## config.mk

```make
export PLATFORM = sky130hd
export DESIGN_NAME = uart_tx_arbiter
export DESIGN_NICKNAME = d
export VERILOG_FILES = /design/src/rtl/uart_pkg.sv /design/src/rtl/uart_baud_gen.sv /design/src/rtl/uart_tx_arbiter.sv
export SDC_FILE = /design/constraint.sdc
export NUM_CORES = 1
export LEC_CHECK = 0
export ABC_CLOCK_PERIOD_IN_PS = 2250
export CORE_MARGIN = 4
export CORE_UTILIZATION = 44
export CTS_BUF_LIST = sky130_fd_sc_hd__clkbuf_16
export DETAILED_ROUTE_END_ITERATION = 10
export PLACE_DENSITY = 0.8
export SKIP_LAST_GASP = 1
export SYNTH_ARGS = -nofsm -noshare
export SYNTH_HDL_FRONTEND = slang
export SYNTH_SLANG_ARGS = --single-unit
```

## constraint.sdc

```tcl
create_clock -name txclk -period 2.25 [get_ports txclk]
set_input_delay 0.45 -clock txclk [delete_from_list [all_inputs] [get_ports txclk]]
set_output_delay 0.45 -clock txclk [all_outputs]
set_load 0.02 [all_outputs]
```

## src/rtl/uart_pkg.sv

```systemverilog
// Shared UART definitions: data width, TX arbiter state encoding and round-robin helper.
package uart_pkg;

    localparam int UART_DATA_W = 8;
    localparam int RR_MAX_REQ  = 8;

    typedef enum logic [1:0] {
        IDLE,
        WAIT_BUSY,
        WAIT_DONE
    } tx_arb_state_t;

    // First set bit of valid[num_req-1:0] searching upward from last+1, wrapping.
    // Returns last when nothing is valid; callers only use the result when |valid.
    function automatic logic [2:0] rr_pick(input logic [RR_MAX_REQ-1:0] valid,
                                           input logic [2:0]            last,
                                           input int unsigned           num_req);
        logic [2:0]  pick;
        logic        found;
        int unsigned idx;
        pick  = last;
        found = 1'b0;
        for (int unsigned i = 1; i <= RR_MAX_REQ; i++) begin
            idx = ({29'd0, last} + i) % num_req;
            if (!found && i <= num_req && valid[idx[2:0]]) begin
                pick  = idx[2:0];
                found = 1'b1;
            end
        end
        return pick;
    endfunction

endpackage

```

## src/rtl/uart_baud_gen.sv

```systemverilog
// Free-running baud clock-enable: txclken is high for the cycle after the divider wraps.
module uart_baud_gen #(
    parameter int CLK_DIV = 4
) (
    input  logic txclk,
    input  logic rst,
    output logic txclken
);

    localparam int             CW   = (CLK_DIV > 1) ? $clog2(CLK_DIV) : 1;
    localparam logic [CW-1:0]  WRAP = CW'(CLK_DIV - 1);

    logic [CW-1:0] cnt;

    // NOTE: registers use non-blocking assignments so every flop samples pre-edge values.
    always_ff @(posedge txclk) begin
        if (rst) begin
            cnt     <= '0;
            txclken <= 1'b0;
        end else if (cnt == WRAP) begin
            cnt     <= '0;
            txclken <= 1'b1;
        end else begin
            cnt     <= cnt + 1'b1;
            txclken <= 1'b0;
        end
    end

endmodule

```

## src/rtl/uart_tx_arbiter.sv

```systemverilog
// Round-robin arbiter sharing one UART transmitter between NUM_REQ byte producers.
// Define TXARB_BURST_EN to let a granted requester send up to MAX_BURST bytes back to back.
module uart_tx_arbiter
    import uart_pkg::*;
#(
    parameter int NUM_REQ   = 4,
    parameter int CLK_DIV   = 4,
    parameter int START_TO  = 16,
    parameter int MAX_BURST = 4
) (
    input  logic                           txclk,
    input  logic                           rst,
    input  logic [NUM_REQ-1:0]             req_valid,
    input  logic [NUM_REQ*UART_DATA_W-1:0] req_data,
    output logic [NUM_REQ-1:0]             req_ready,
    output logic [UART_DATA_W-1:0]         din,
    output logic                           wr_en,
    output logic                           txclken,
    input  logic                           tx_busy,
    output logic [$clog2(NUM_REQ)-1:0]     grant_id,
    output logic                           active,
    output logic                           err_timeout
);

    localparam int            GW     = $clog2(NUM_REQ);
    localparam int            TW     = (START_TO > 1) ? $clog2(START_TO) : 1;
    localparam logic [TW-1:0] TO_MAX = TW'(START_TO - 1);

    if (NUM_REQ < 2 || NUM_REQ > RR_MAX_REQ || MAX_BURST < 1) begin : g_bad_params
        $error("uart_tx_arbiter: NUM_REQ must be 2..8 and MAX_BURST >= 1");
    end

    tx_arb_state_t  state, next_state;
    logic [GW-1:0]  last_grant;
    logic [GW-1:0]  rr_grant;
    logic [GW-1:0]  pick;
    logic [TW-1:0]  to_cnt;
    logic           arb_go;
    logic           timeout_hit;

    uart_baud_gen #(.CLK_DIV(CLK_DIV)) u_baud (
        .txclk   (txclk),
        .rst     (rst),
        .txclken (txclken)
    );

    assign rr_grant    = GW'(rr_pick(RR_MAX_REQ'(req_valid), 3'(last_grant), NUM_REQ));
    assign arb_go      = (state == IDLE) && !tx_busy && (|req_valid);
    assign timeout_hit = (state == WAIT_BUSY) && !tx_busy && (to_cnt == TO_MAX);

`ifdef TXARB_BURST_EN
    localparam int            BW        = (MAX_BURST > 1) ? $clog2(MAX_BURST) : 1;
    localparam logic [BW-1:0] BURST_MAX = BW'(MAX_BURST - 1);

    logic [BW-1:0] burst_cnt;
    logic          burst_hold;
    logic          bursting;

    // A held burst only sticks if the owner is still asking when IDLE arbitrates.
    assign bursting = burst_hold && req_valid[grant_id];
    assign pick     = bursting ? grant_id : rr_grant;
`else
    assign pick = rr_grant;
`endif

    always_ff @(posedge txclk) begin
        if (rst) begin
            state       <= IDLE;
            active      <= 1'b0;
            din         <= '0;
            wr_en       <= 1'b0;
            grant_id    <= '0;
            err_timeout <= 1'b0;
            last_grant  <= GW'(NUM_REQ - 1);
            to_cnt      <= '0;
`ifdef TXARB_BURST_EN
            burst_cnt   <= '0;
            burst_hold  <= 1'b0;
`endif
        end else begin
            state       <= next_state;
            active      <= (next_state != IDLE);
            err_timeout <= timeout_hit;
            case (state)
                IDLE: begin
                    if (arb_go) begin
                        din      <= req_data[int'(pick)*UART_DATA_W +: UART_DATA_W];
                        grant_id <= pick;
                        wr_en    <= 1'b1;
                        to_cnt   <= '0;
`ifdef TXARB_BURST_EN
                        burst_hold <= 1'b0;
                        if (!bursting) burst_cnt <= '0;
`endif
                    end
                end
                WAIT_BUSY: begin
                    if (tx_busy) begin
                        wr_en <= 1'b0;
                    end else if (timeout_hit) begin
                        // Dropped byte still counts as this requester's turn.
                        wr_en      <= 1'b0;
                        last_grant <= grant_id;
`ifdef TXARB_BURST_EN
                        burst_cnt  <= '0;
                        burst_hold <= 1'b0;
`endif
                    end else begin
                        to_cnt <= to_cnt + 1'b1;
                    end
                end
                WAIT_DONE: begin
                    if (!tx_busy) begin
                        last_grant <= grant_id;
`ifdef TXARB_BURST_EN
                        if (req_valid[grant_id] && burst_cnt < BURST_MAX) begin
                            burst_hold <= 1'b1;
                            burst_cnt  <= burst_cnt + 1'b1;
                        end else begin
                            burst_hold <= 1'b0;
                            burst_cnt  <= '0;
                        end
`endif
                    end
                end
                default: ;
            endcase
        end
    end

    // NOTE: next_state gets a default before the case so no path infers a latch.
    always_comb begin
        next_state = state;
        case (state)
            IDLE:      if (arb_go) next_state = WAIT_BUSY;
            WAIT_BUSY: begin
                if (tx_busy)          next_state = WAIT_DONE;
                else if (timeout_hit) next_state = IDLE;
            end
            WAIT_DONE: if (!tx_busy) next_state = IDLE;
            default:   next_state = IDLE;
        endcase
    end

    always_comb begin
        req_ready = '0;
        if (arb_go) req_ready[pick] = 1'b1;
    end

endmodule

```

======== Yosys cells after proc, flatten, opt, wreduce, memory -nomap -nowiden ========
Cells that the tools add are included.
storage, ports and cells
  bits of input ports ..................... 39
  memories ................................ 0
  logic and storage cells ................. 91
  ROM bits ................................ 0
  output and inout bits ................... 18
  bits in registers ....................... 24
  memory bits (writable) .................. 0
  bits in latches ......................... 0
cells by class
  add/sub/neg operators ................... 6
  equal/unequal tests ..................... 10
  reduce and logical (&&, ||, !) cells .... 22
  $lt $le $gt $ge ......................... 6
  shift operators ......................... 1
  muxes and demuxes ....................... 36
  bitwise gates (word level) .............. 0
  div/mod/pow operators ................... 0
  multiply operators ...................... 0
operator list
  cell                                                                  number
  32-bit by 6-bit indexed part select with 8-bit output                 1
  2-bit two-way mux                                                     11
  2-bit by 4-bit < comparator with 1-bit output, second input constant  4
  4-bit two-way mux                                                     4
  1-bit two-way mux                                                     12
  2-bit != test, second input constant                                  5
  1-bit binary-select mux with 2-bit select                             4
  1-bit logical AND                                                     8
  4-bit case mux with 2 select lines                                    1
  4-bit AND reduction                                                   2
  2-bit by 1-bit adder with 2-bit output, second input constant         3
  2-bit case mux with 3 select lines                                    1
  2-bit nonzero test                                                    3
  2-bit adder, second input constant                                    2
  4-bit by 1-bit adder with 4-bit output, second input constant         1
  2-bit == test, second input constant                                  2
  4-bit == test, second input constant                                  1
  1-bit logical NOT                                                     4
  2-bit case mux with 2 select lines                                    1
  4-bit OR reduction                                                    1
  2-bit by 3-bit < comparator with 1-bit output, second input constant  1
  3-bit != test, second input constant                                  1
  3-bit AND reduction                                                   1
  1-bit demux with 2-bit select                                         1
  6 further kinds                                                       6

======== Longest topological paths before layout ========
Gate-level depths: netlist of the first run.
  depth in word-level cells ............... 18
  gate-level depth with buffers ........... 8
  gate-level depth less buffers ........... 6

======== Cells and area by module ========
Synthesis of the first run repeated with hierarchy kept, for this count alone.
second synthesis, totals
  cell total of the unflattened synthesis .. 129
  area total of the unflattened synthesis .. 1285.0 um^2
by module, submodules not included
  module           cells each  seq. area each (um^2)  instances  area an instance (um^2)
  uart_tx_arbiter  122         420.4                  1          1181.1
  uart_baud_gen    7           60.1                   1          103.8

======== Worst setup path after synthesis of the first run ========
OpenSTA, ideal clock, no wires.
  path kind ............................... in2out
  start ................................... input tx_busy
  end ..................................... output req_ready[1]
  slack ................................... 0.140 ns
  arrival time ............................ 1.660 ns
  stages on the path ...................... 5
  data required time ...................... 1.800 ns
  buffers on the path ..................... 2
  cells stage by stage .................... buf_2 nor3_4 nand2_4 buf_2 nor3_1
on the way
  cells in the longest elaborated chain, start to end .. 4
ends and longest elaborated chain
  what                             line                    text
  start: declaration               uart_tx_arbiter.sv:19   input logic tx_busy,
  1-bit logical NOT                n/a
  1-bit logical AND (2 in series)  uart_tx_arbiter.sv:48   assign arb_go = (state == IDLE) && !tx_busy && (|req_valid);
  4-bit two-way mux                uart_tx_arbiter.sv:147  if (arb_go) req_ready[pick] = 1'b1;
  end: declaration                 uart_tx_arbiter.sv:15   output logic [NUM_REQ-1:0] req_ready,
No other way between the ends.

======== Final worst setup path of the first run ========
  start ................................... input req_valid[0]
  end ..................................... output req_ready[0]
on the way
  cells in the longest elaborated chain, start to end .. 17
  elaborated cells between the ends (all ways) .. 29
  classes of those cells .................. 2 x order compare; 18 x mux; 9 x reduce/logical
ends and longest elaborated chain
  what                                                                                                                                          line                    text
  start: declaration                                                                                                                            uart_tx_arbiter.sv:13   input logic [NUM_REQ-1:0] req_valid,
  1-bit binary-select mux with 2-bit select                                                                                                     uart_pkg.sv:25          if (!found && i <= num_req && valid[idx[2:0]]) begin
  1-bit two-way mux (implied by the code)                                                                                                       uart_pkg.sv:25
  1-bit two-way mux                                                                                                                             uart_pkg.sv:25
  1-bit logical NOT                                                                                                                             uart_pkg.sv:25
  1-bit logical AND                                                                                                                             uart_pkg.sv:25
  1-bit two-way mux                                                                                                                             uart_pkg.sv:25
  1-bit logical NOT                                                                                                                             uart_pkg.sv:25
  1-bit logical AND                                                                                                                             uart_pkg.sv:25
  1-bit two-way mux                                                                                                                             uart_pkg.sv:25
  1-bit logical NOT                                                                                                                             uart_pkg.sv:25
  1-bit logical AND                                                                                                                             uart_pkg.sv:25
  2-bit two-way mux                                                                                                                             uart_pkg.sv:25
  2-bit by 3-bit < comparator with 1-bit output (implied by the code) / 2-bit by 1-bit >= comparator with 1-bit output (equally long branches)  uart_tx_arbiter.sv:147
  1-bit logical AND (implied by the code)                                                                                                       uart_tx_arbiter.sv:147
  1-bit two-way mux (implied by the code)                                                                                                       uart_tx_arbiter.sv:147
  1-bit demux with 2-bit select                                                                                                                 uart_tx_arbiter.sv:147
  4-bit two-way mux *                                                                                                                           uart_tx_arbiter.sv:147
Every way passes the cells marked *; elsewhere a longest branch is shown, timed or not. The select of a mux whose other input is x is not followed.

==> flow_summary.toml, run 1 <==
[place]
dpl_cell_area_mm2 = 0.00218
gp_congestion = 0.812
place_ws_ns = -0.582
dp.cells = 280
io_buffers = 56
dp_hpwl_um = 3340

[logic_synthesis]
synth_cell_type_count = 40
syn_avg_cell_area_um2 = 8.66
netlist_top_cells_area = "dfxtp_1 32%, o221ai_2 8.0%, mux2i_1 6.0%"
synth_area_mm2 = 0.00151
yosysSeqAreaShare = 0.319
syn-num-nets = 215
ys_ff_latch = 24
synth-edff-count = 0
yosys_warnings = 0
synth_top_area_share = 0.319
synth_commonest_cells = "24 x dfxtp_1, 14 x a21oi_1, 12 x inv_1"
yosys.area.top_type = "dfxtp_1"
synth_cells = 174
async_reset_ff_frac = 0
ys.flop_type = "dfxtp_1"
post-synth-top-count-cell = "dfxtp_1"

[sta]
finalWorstSetupSlack_ns = 0.0683
worst_slew_pin_slew_ns = 0.283
period_needed_ns = 2.18
relSlewSlack = 0.806
finalSetupViolations = 0
finalCritPeriodShare = 0.970
fmax_ghz = 0.458
finClkSkew_ns = 0.00210
whs_ns = 0.433
fin_setup_tns_ns = 0
grt_setup_unrepaired = "no"
slew_viol_final = 0
finalHoldViolations = 0

[floorplan]
fp-row-count = 20
die_y_um = 66.5
ios = 57
core_area_mm2 = 0.00315
initial_core_util = 0.478
die_x_um = 66.5
die_area_mm2 = 0.00443

[cts]
numCtsBuffers = 3
cts_tree = "built"
cts_buffer_depth = 2
cts_sinks = 24
insertion_delay_ns = 0.25
clk_pin_slew_ns = 0.06
htree_levels = 1
post_cts_buffers = 0
cts_root_buf = "clkbuf_16"

[global_routing]
grt.total_usage = 0.202
grt_max_degree = 25
antenna_found_initial = 0
grt_pass1_vias = 1497
overflow = 0
grt_pass1_wl_um = 6880

[routing]
ant_nets = 0
dr_total_vias = 1529
drc_errors = 0
wl_per_cell_um = 15.3
first_pass_iters = 4
drtIter0Drc = 203
via_per_inst = 5.40
totalWireLength_um = 4340

[power]
powerDensity_mw_per_mm2 = 527
power.leakage_nw = 0.940
peakVddDrop_v = 0.000399

[finish]
nets = 282
instances_no_fill = 283
fillers = 241
area_growth_pct = 48.7
drive_gt1_frac = 0.172
diodes = 0
final_area_mm2 = 0.00224

[critical_path]
required_ns = 1.80
cp-end-kind = "output pin"
crit_cells = 6
r2r_cells = 6
path_cells = "dlygate4sd2_1 -> or4_4 -> nand2_4 -> nor2_1 -> and2_1 -> buf_6"
critPathTopFamily = "simple AND/OR/NAND/NOR gates"
critPathKind = "input pin to output pin"
slowest_delay_ns = 0.58
startpoint_type = "input pin"
cpMaxStageDelayCell = "or4_4"
critPathMaxFanout = 5
cp_num_buf_inv = 2
arrival_ns = 1.73
setup.reg_to_reg.worst_slack_ns = 0.40

[outcome]
outcome = "finished clean"

[worst_hold_path]
hold_depth = 1
min_path_type = "flop to flop"

[flow_run]
drv_cap = 0
## area by class of cell
| class | count | area [µm²] | area share |
|---|---|---|---|
| Clock buffer | 3 | 75.1 | 0.0335 |
| Timing Repair Buffer | 76 | 697 | 0.311 |
| Inverter | 12 | 45.0 | 0.0201 |
| Multi-Input combinational cell | 124 | 890 | 0.397 |
| Tap cell | 44 | 55.1 | 0.0246 |
| Sequential cell | 24 | 480 | 0.214 |
## power breakdown
group | internal [W] | total, W | switching [W]
combinational | 0.000182 | 0.000337 | 0.000155
clock | 0.000235 | 0.000372 | 0.000137
sequential | 0.000455 | 0.000472 | 0.0000166
total | 0.000872 | 0.00118 | 0.000309
## cells in the final DEF (no fill, tap or decap), types with 3 or more instances in the layout
cell type        instances
a21oi_1                 14
o21bai_1                 8
nor3_1                   5
nand3_1                 11
dlygate4sd2_1            3
dfxtp_1                 24
nor2_1                  10
nand2_1                  4
clkbuf_16                3
mux2i_1                  9
clkdlybuf4s50_1         47
buf_4                   20
inv_1                   12
o221ai_2                 8
nand2b_1                 8
nor2b_1                  4
and2_1                  10
## sequential cells by signal, indices dropped and copies added, names as in the netlist, 2 cells and up
signal,count
din,8
u_baud.cnt,2
grant_id,2
to_cnt,4
state,2
last_grant,2
## path summary, 6_finish.rpt
check / from / end
setup reg to reg: last_grant[1] / din[7]
hold reg to reg: u_baud.cnt[0] / u_baud.cnt[0]
setup / recovery: req_valid[0] / req_ready[0]
hold / removal: u_baud.cnt[0] / u_baud.cnt[0]
## layer usage
metal  GRT usage  routed length (µm)  share of wire  vias to the layer above
li1            -                   -              -                      757
met1       0.245                1930           0.44                      708
met2       0.348                2080           0.48                       60
met3      0.0489                 302          0.070                        4
met4      0.0635                  32         0.0074                        0
met5           0                   0              0                        -
## logic make-up after synthesis
group           synth area share
fa+ha+maj                 0.0166
compound gates             0.237
buf+inv                   0.0913
flops                      0.319
xor+xnor                  0.0174
simple gates               0.259
mux                       0.0598
## what timing repair did
action / 4_1_cts / 5_1_grt
setup endpoints to repair: 4 / 2
resized for setup: 24 / 4
hold buffers: 0 / 0
pin swaps: 3 / 1
## per-stage QoR
stage,total power [W],utilization
2_1_floorplan,0.000649,-
3_3_place_gp,0.000807,0.692
3_5_place_dp,0.000821,0.692
4_1_cts,0.00119,0.711
5_1_grt,0.00124,0.711
6_report,0.00118,0.711
No activity file was read; power rests on OpenSTA's default activity.
==> run 2, diff against run 1 <==
Settings changed: CORE_MARGIN 4 to 2.
==> flow_summary.toml, run 2 (same netlist as run 1, synthesis figures left out) <==
[critical_path]
arrival_ns = 1.74
cp-end-kind = "output pin"
startpoint_type = "input pin"
cp_num_buf_inv = 2
path_cells = "clkdlybuf4s15_1 -> or4_4 -> nand2_4 -> nor2_1 -> and2_1 -> buf_2"
critPathKind = "input pin to output pin"
required_ns = 1.80
slowest_delay_ns = 0.58
r2r-start = "last_grant[1]"
critPathTopFamily = "simple AND/OR/NAND/NOR gates"
cpMaxStageDelayCell = "or4_4"
crit_start = "req_valid[2]"
critPathMaxFanout = 6

[global_routing]
antenna_found_initial = 0
grt_max_degree = 25
overflow = 0
grt.total_usage = 0.209
grt_pass1_wl_um = 6580
grt_pass1_vias = 1447

[place]
gp_congestion = 0.947
io_buffers = 56
dp_hpwl_um = 3040

[power]
switching_share = 0.245
clockPowerShare = 0.387
power.leakage_nw = 0.964
powerDensity_mw_per_mm2 = 574
power.internal_w = 0.000997
p_switching_w = 0.000324
power.share.combinational = 0.256
peakVddDrop_v = 0.000396
pwr-share-seq = 0.357

[cts]
htree_levels = 1
clk_pin_slew_ns = 0.07
post_cts_buffers = 0
cts_buffer_depth = 2
numCtsBuffers = 3
cts_tree = "built"
cts_root_buf = "clkbuf_16"
cts_sinks = 24
insertion_delay_ns = 0.26

[routing]
drc_errors = 0
wl_per_cell_um = 14.0
totalWireLength_um = 4040
dr_total_vias = 1549
ant_nets = 0
first_pass_iters = 4
drtIter0Drc = 67
via_per_inst = 5.36

[finish]
layout_commonest_cell = "clkdlybuf4s50_1"
top_regs = "din: 8 flops, to_cnt: 4 flops"
largest_register = "din"
largest_register_ffs = 8
drive_gt1_frac = 0.185
fillers = 286
area_growth_pct = 52.7
diodes = 0
nets = 285
most-common-layout-cells = "48 x clkdlybuf4s50_1, 24 x dfxtp_1, 22 x buf_4"
post-route-util = 0.695

[worst_hold_path]
min_path_type = "flop to flop"
hold_start = "u_baud.cnt[0]"

[floorplan]
initial_core_util = 0.455
core_area_mm2 = 0.00331
die_y_um = 62.5
ios = 57
die_area_mm2 = 0.00391
fp-row-count = 21
die_x_um = 62.5

[sta]
fmax_ghz = 0.456
finalHoldViolations = 0
slew_viol_final = 0
fin_setup_tns_ns = 0
finalSetupViolations = 0
grt_setup_unrepaired = "no"
finalCritPeriodShare = 0.974
relSlewSlack = 0.790
finClkSkew_ns = 0.00881
worst_slew_pin_slew_ns = 0.315
period_needed_ns = 2.19

[flow_run]
drv_cap = 0

[outcome]
outcome = "finished clean"
run 2: cell count changes in the layout (fill, tap and decap cells not counted), sizes merged:
cell,previous run,this run
buf,24,27
bufinv,0,1
clkbuf,4,3
clkdlybuf4s15,0,1
clkdlybuf4s50,47,48
dlymetal6s2s,1,0
run 2: per-layer routing:
| metal | vias up | wire length, µm | track usage |
|---|---|---|---|
| met2 | 59 | 1990 | 0.358 |
| met1 | 712 | 1710 | 0.251 |
| li1 | 768 | - | - |
| met3 | 10 | 228 | 0.0342 |
| met4 | 0 | 108 | 0.111 |
| met5 | - | 0 | 0 |
run 2: cell type report:
class,count,area [µm²],share of cell area
repair buffers,79,722,0.314
inverters,12,45.0,0.0196
well taps,46,57.6,0.0250
clock buffers,3,75.1,0.0326
clock inverters,1,30.0,0.0130
multi-input cells,124,892,0.387
flip-flops and latches,24,480,0.209
run 2: final timing paths:
kind,depth (start not counted),to,slack [ns]
max reg2reg,6,din[0],0.52
max,6,req_ready[0],0.06
min,1,u_baud.cnt[0],0.43
min reg2reg,1,u_baud.cnt[0],0.43
run 2: power groups by stage:
stage	clock (W)	sequential [W]	combinational (W)
2_1_floorplan	0	0.000502	0.000147
5_1_grt	0.000532	0.000475	0.000366
6_report	0.000511	0.000472	0.000339
4_1_cts	0.000517	0.000472	0.000340
3_3_place_gp	0	0.000480	0.000338
3_5_place_dp	0	0.000481	0.000343
run 2: stage by stage:
step	worst slack (ns)	hold slack, ns	total power (W)	instance area (µm²)	instances
global placement	-0.531	0.419	0.000818	2220	285
floorplan	0.140	0.408	0.000649	1510	174
global route	0.00262	0.465	0.00137	2300	289
CTS	0.0446	0.437	0.00133	2300	289
detailed placement	-0.576	0.427	0.000825	2220	285
finish	0.0575	0.434	0.00132	2300	289
run 2: what timing repair did:
| item | in CTS | in global routing |
|---|---|---|
| pin swaps | 1 | 1 |
| resized for setup | 21 | 2 |
| hold buffers | 0 | 0 |
| setup endpoints to repair | 4 | 1 |
| endpoints found under the hold margin | 0 | 0 |
